### src/rtl/y_signature_misr.sv
// y_signature_misr
//   Compacts a run of NUM_SAMPLES upstream result words into a SIG_W-bit
//   multiple-input signature (MISR). Each qualified sample of the wide y bus
//   is first folded down to SIG_W bits by XOR-ing its SIG_W-bit chunks
//   (zero-padded at the top, chunk 0 = y[SIG_W-1:0]), then shifted into the
//   signature register together with the polynomial feedback.
//
//   Optional feature macro: SIG_COMPARE_EN
//     defined   -> exp_sig port exists; match is a registered sig==exp_sig
//                  compare, high only in DONE
//     undefined -> no exp_sig port; match is tied low
//
//   Ports
//     clk      in   single clock, all state on rising edge
//     rst_n    in   asynchronous active-low reset
//     start    in   begin a new run (accepted in IDLE/DONE only)
//     y_valid  in   y holds a sample this cycle
//     y        in   [Y_W]   upstream result bus
//     exp_sig  in   [SIG_W] expected signature (SIG_COMPARE_EN only)
//     busy     out  high in RUN
//     done     out  high in DONE
//     sig      out  [SIG_W] signature register
//     count    out  [5]     samples absorbed in the current run
//     match    out  sig==exp_sig while in DONE
//
//   state | meaning
//   ------+-----------------------------------------------------------
//   IDLE  | after reset, waiting for start; sig=SEED, count=0
//   RUN   | absorbing y on every y_valid until NUM_SAMPLES are taken
//   DONE  | run complete; sig/count frozen until the next start
module y_signature_misr #(
  parameter int                 Y_W         = 646,
  parameter int                 SIG_W       = 32,
  parameter int                 NUM_SAMPLES = 21,
  parameter logic [SIG_W-1:0]   POLY        = 32'h04C11DB7,
  parameter logic [SIG_W-1:0]   SEED        = 32'hFFFFFFFF
) (
  input  logic               clk,
  input  logic               rst_n,
  input  logic               start,
  input  logic               y_valid,
  input  logic [Y_W-1:0]     y,
`ifdef SIG_COMPARE_EN
  input  logic [SIG_W-1:0]   exp_sig,
`endif
  output logic               busy,
  output logic               done,
  output logic [SIG_W-1:0]   sig,
  output logic [4:0]         count,
  output logic               match
);

  localparam int         NCHUNK = (Y_W + SIG_W - 1) / SIG_W;
  localparam int         PAD_W  = NCHUNK * SIG_W;
  localparam logic [4:0] LAST   = 5'(NUM_SAMPLES);

  typedef enum logic [1:0] {
    S_IDLE = 2'd0,
    S_RUN  = 2'd1,
    S_DONE = 2'd2
  } state_t;

  state_t            state_q, state_d;
  logic [SIG_W-1:0]  sig_q, sig_d;
  logic [4:0]        count_q, count_d;
  logic              busy_q, busy_d;
  logic              done_q, done_d;

  logic [PAD_W-1:0]  y_pad;
  logic [SIG_W-1:0]  fold;
  logic [SIG_W-1:0]  misr_next;
  logic [4:0]        count_inc;

  // Zero-extend so the top chunk carries only the leftover y bits.
  assign y_pad = PAD_W'(y);

  always_comb begin
    fold = '0;
    for (int i = 0; i < NCHUNK; i++) begin
      fold = fold ^ y_pad[i*SIG_W +: SIG_W];
    end
  end

  assign misr_next = {sig_q[SIG_W-2:0], 1'b0}
                   ^ (sig_q[SIG_W-1] ? POLY : '0)
                   ^ fold;

  // Cannot wrap: RUN is left as soon as count reaches LAST (<= 31).
  assign count_inc = count_q + 5'd1;

  always_comb begin
    state_d = state_q;
    sig_d   = sig_q;
    count_d = count_q;
    case (state_q)
      S_IDLE, S_DONE: begin
        // A y_valid on the accepting edge is deliberately dropped.
        if (start) begin
          sig_d   = SEED;
          count_d = '0;
          state_d = S_RUN;
        end
      end
      S_RUN: begin
        if (y_valid) begin
          sig_d   = misr_next;
          count_d = count_inc;
          if (count_inc == LAST) begin
            state_d = S_DONE;
          end
        end
      end
      default: begin
        state_d = S_IDLE;
        sig_d   = SEED;
        count_d = '0;
      end
    endcase
    busy_d = (state_d == S_RUN);
    done_d = (state_d == S_DONE);
  end

`ifdef SIG_COMPARE_EN
  logic match_q, match_d;

  // Evaluated on the next-state value so match is already valid on the
  // cycle done first reads high.
  always_comb begin
    match_d = (state_d == S_DONE) && (sig_d == exp_sig);
  end
`endif

  always_ff @(posedge clk or negedge rst_n) begin
    if (!rst_n) begin
      state_q <= S_IDLE;
      sig_q   <= SEED;
      count_q <= '0;
      busy_q  <= 1'b0;
      done_q  <= 1'b0;
`ifdef SIG_COMPARE_EN
      match_q <= 1'b0;
`endif
    end else begin
      state_q <= state_d;
      sig_q   <= sig_d;
      count_q <= count_d;
      busy_q  <= busy_d;
      done_q  <= done_d;
`ifdef SIG_COMPARE_EN
      match_q <= match_d;
`endif
    end
  end

  assign busy  = busy_q;
  assign done  = done_q;
  assign sig   = sig_q;
  assign count = count_q;
`ifdef SIG_COMPARE_EN
  assign match = match_q;
`else
  assign match = 1'b0;
`endif

endmodule
### config.mk
export PLATFORM = sky130hd
export DESIGN_NAME = y_signature_misr
export DESIGN_NICKNAME = d
export VERILOG_FILES = /design/src/rtl/y_signature_misr.sv
export SDC_FILE = /design/constraint.sdc
export NUM_CORES = 1
export LEC_CHECK = 0
export BUFFER_PORTS_ARGS = -buffer_cell sky130_fd_sc_hd__buf_2
export CAP_MARGIN = 20
export CORE_AREA = 2 2 266 268
export CTS_CLUSTER_SIZE = 24
export DETAILED_ROUTE_END_ITERATION = 8
export DIE_AREA = 0 0 268 270
export PLACE_DENSITY = 0.37
export SYNTH_ARGS = -nofsm -noshare
export SYNTH_HDL_FRONTEND = slang
export SYNTH_SLANG_ARGS = --single-unit
### constraint.sdc
create_clock -name clk -period 1.85 [get_ports clk]
set_clock_uncertainty 0.15 [all_clocks]
set_input_delay 0.2775 -clock clk [delete_from_list [all_inputs] [get_ports clk]]
set_output_delay 0.2775 -clock clk [all_outputs]
set_load 0.05 [all_outputs]
======== Word-level counts from Yosys, hierarchy flattened ========
Index checks and enable logic that the tools add are counted.
word-level totals
  latch bits .............................. 0
  RAM bits ................................ 0
  flip-flop bits (word level) ............. 41
  input bits .............................. 650
  memories kept ........................... 0
  ROM bits ................................ 0
  output and inout bits ................... 40
  logic and storage cells ................. 49
operators by class
  $mul .................................... 0
  shift operators ......................... 0
  magnitude comparators ................... 0
  bitwise operators ....................... 22
  equality and inequality tests ........... 7
  div/mod/pow operators ................... 0
  reductions and logical operators ........ 3
  $add $sub $neg .......................... 1
  mux-type cells .......................... 11
operators with widths
  cell                 number
  $xor 32x32->32       20
  $mux 32              2
  $pmux 32 s2          1
  $xor 32x27->32       1
  $xor 32x6->32        1
  $mux 27              1
  $mux 5               2
  $pmux 5 s2           1
  $mux 2               3
  $add 5x1->5 const B  1
  $eq 5x5->1 const B   1
  $eq 2x1->1 const B   2
  $eq 2x2->1 const B   2
  $ne 2x2->1 const B   2
  $pmux 2 s2           1
  $logic_not 2->1      1
  $reduce_and 2->1     1
  $reduce_or 2->1      1

======== Longest topological paths before layout ========
  depth after elaboration ................. 23
  mapped depth ............................ 8
  gate-level depth less buffers ........... 6

======== Least setup slack after synthesis ========
No wires, ideal clock.
  path kind ............................... register -> register
  from .................................... register sig_q[31] (netlist: sig[31])
  to ...................................... register sig_q[0] (netlist: sig[0])
  buffers on the path ..................... 2
  cell stages (with the launch flop) ...... 9
  path slack .............................. -187 ps
  data arrival time ....................... 1,794 ps
  data required time ...................... 1,607 ps
  clock period less this slack ............ 2,037 ps
  setup time .............................. 93 ps
  cells stage by stage .................... dfstp_2 buf_4 buf_12 xnor2_1 xnor2_1 xnor2_1 xnor2_1 xnor2_1 a21oi_1
between the ends
  cells in the longest elaborated chain, start to end .. 5
ends and longest elaborated chain
  item                    RTL line  RTL
  start, declared         64        logic [SIG_W-1:0] sig_q, sig_d;
  start signal, assigned  145       sig_q <= sig_d;
  $mux 27                 85        ^ (sig_q[SIG_W-1] ? POLY : '0)
  $xor 32x27->32          85
  $xor 32x32->32          86        ^ fold;
  $mux 32                 105       if (y_valid) begin
  $pmux 32 s2             95        case (state_q)
No other way between the ends. The select of a mux whose other input is x is not followed.
A chain may end at the register's enable or synchronous reset.

======== Final worst setup path ========
  from .................................... register sig_q[31] (netlist: sig[31])
  to ...................................... register sig_q[12] (netlist: sig[12])
The elaborated chain is that of the path after synthesis.

==> reports/summary.txt <==
status: complete, but fails checks
failing checks: negative setup slack
Synth top area share: 67.95%
CTS max path bufs: 2
via count: 7,607
row count: 97
Util after Layout: 17.98%
Reg2Reg Depth: 7
total CTS buffers: 5
worst-skew pair later-pin latency: 0.32 ns
YS warnings: 0
WL final: 32,860 um
gr usage total: 8.526%
clock slew at reported path FFs: 0.08 ns
Arrival @ worst endpoint: 1.96 ns
H-tree depth: 2
RSZ-0062 raised after global routing: true
HP Class: in -> reg
pwr/cell area: 1117 nW/um2
CTS tree: done
number of global-route vias before repair: 8,145
number of I/O port buffers: 688
num ports: 690
Die Y: 270 um
cell mode on critical path: xnor2_1
dpl hpwl: 29,210 um
Syn Area/Cell: 9.111 um2
Iter 0 DRT Violations: 125
Tcrit/Tclk final: 100.5%
number of synthesized register bits: 41
CP max-delay cell: dfstp_2
final hold vios: 0
Post-Syn Area: 7398 um2
Setup crit start kind: flip-flop
chip width: 268 um
root buffer cell: clkbuf_16
Leakage Power: 5.195 nW
ANT nets after route: 0
crit-path max FO: 5
initial core utilization: 10.64%
WL/cell: 13.29 um
post-route setup slack: -0.008465 ns
Post-Synthesis Cells: 812
VDD IR max: 322.4 uV
Area contributors post-synth: xnor2_1 (68%), dfstp_2 (11%), xor2_1 (10%)
Yosys cell types: 20
nets@finish: 2,182
Die ar.: 72,360 um2
Max stage delay on crit path: 0.59 ns
largest net degree at the start of global routing: 42
DR vias/cell: 3.076
Max Clk Rate: 538.1 MHz
worst hold path cell count: 3
Power Total: 13.96 mW
Congestion Overflow GR: 0
DRC violations left: 0
largest area contributor in the netlist: xnor2_1
Seq/Total Area, Yosys: 14.41%
CP Class: reg -> reg
TritonCTS Sinks: 41
FILL cells: 7,954
initial antenna violation count: 4
Sum Neg Setup Slack: -0.01158 ns
first-pass GRT wire length: 45,750 um
multi-input logic area: 6316 um2
max-slew violation count: 0
Synth-to-Final Area Change: 69.03%
CP Cell Sequence: buf_6 > xnor2_1 > xnor2_1 > xnor2_1 > xnor2_1 > xnor2_1 > a21oi_1
layout cells sized above 1: 50.03%
CP Data Required Time: 1.95 ns
CP Capture Type: flip-flop
gpl congestion: 0.8427
drt pass-1 iters: 4
core area: 69,540 um2
register area: 1066 um2
crit path time final: 1.858 ns
final setup fails: 2
MaxCap Viol Count: 0
syn_nets: 1,464
-- state kept, by name, indices dropped and copies added, names as in the netlist --
register,cells
sig,32
count,5
state_q,2
busy,1
done,1
-- cell usage after synthesis --
cell	number
dfstp_2	32
buf_4	2
inv_1	4
a22o_1	2
clkbuf_1	6
buf_12	1
nand2_1	8
conb_1	1
nand2b_1	2
nor2b_1	1
nand3_1	2
xnor2_1	574
o22ai_1	4
dfrtp_1	9
xor2_1	88
nor2_1	34
a21oi_1	33
and4_1	1
o21ai_0	6
ha_1	2
-- worst paths after layout --
path / startpoint / end / slack [ns]
setup / recovery: sig[31] / sig[12] / -0.008
hold / removal: start / busy / 0.11
setup reg to reg: sig[31] / sig[12] / -0.008
hold reg to reg: sig[6] / sig[6] / 0.37
max in group asynchronous: rst_n / sig[22] / 0.86
min in group asynchronous: rst_n / count[4] / 0.36
-- per-layer routing --
metal  routed length, um  up-vias  part of all wire [%]  global-route usage, %
met5                   0        -                     0                      0
met4                 398        0                   1.2                  1.867
met3                2243       16                   6.8                  1.760
met2               17890      391                    54                  17.13
met1               12320     3281                    38                  8.857
li1                    -     3919                     -                      -
-- layout by cell type, fill, tap and decap left out, drive strengths merged --
| master | count |
|---|---|
| xnor2 | 574 |
| dlygate4sd3 | 1 |
| nand2 | 8 |
| xor2 | 88 |
| conb | 1 |
| dfstp | 32 |
| nand3 | 2 |
| nor2b | 1 |
| clkbuf | 5 |
| inv | 4 |
| diode | 2 |
| ha | 2 |
| clkinvlp | 1 |
| a21oi | 33 |
| bufinv | 1 |
| o22ai | 4 |
| nand2b | 2 |
| buf | 719 |
| o21ai | 6 |
| dfrtp | 9 |
| nor2 | 34 |
| a22o | 2 |
| clkinv | 1 |
| and4 | 1 |
-- through the flow --
step / cell area [um2] / hold WS, ns / instances / setup slack, ns
floorplan: 7402 / -0.1681 / 812 / -0.1484
global route: 12510 / 0.08795 / 2473 / -0.1275
finish: 12510 / 0.1071 / 2473 / -0.008465
global placement: 12270 / 0.1581 / 2462 / -0.07376
detailed placement: 12270 / 0.1598 / 2462 / -0.07641
CTS: 12470 / 0.06674 / 2471 / -0.03929
-- power by group --
group          leakage [nW]  switching [mW]  internal (mW)
logic                  4.67            5.57           5.13
clock network        0.0800           0.552          0.645
registers             0.448           0.437           1.62
-- worst max-delay path: cells and delay by family, from the launching register on --
kind                      cells  cell delay (ns)
xor gates and xnor gates      5             0.73
DFF                           1             0.59
AOI/OAI and AO/OA             1             0.16
buffers and inverters         1             0.16
-- kinds of logic after synthesis --
group | share of synthesized area (%)
XOR/XNOR | 78.37
AND/OR/NAND/NOR | 2.638
AO/OA/AOI/OAI | 3.213
flip-flops | 14.41
buffers and inverters | 0.9808
adder cells (fa/ha/maj) | 0.3382
other | 0.05069
-- timing repair --
action                                  CTS  global route
cloned                                    0             0
pin swaps                                 8            10
setup buffers                             0             0
gates resized for setup                   3             4
hold buffers                              1             0
endpoints found under the setup margin    7            16
hold endpoints to repair                  9             0
-- layout make-up --
cell class / count / share of cell area [%]
clock inverters: 3 / 0.3702
inverters: 4 / 0.1201
flip-flops and latches: 41 / 8.524
well taps: 940 / 9.405
multi-input cells: 758 / 50.51
clock buffers: 5 / 1.001
repair buffers: 720 / 30.04
diodes: 2 / 0.04002
No activity file was read; power rests on OpenSTA's default activity.
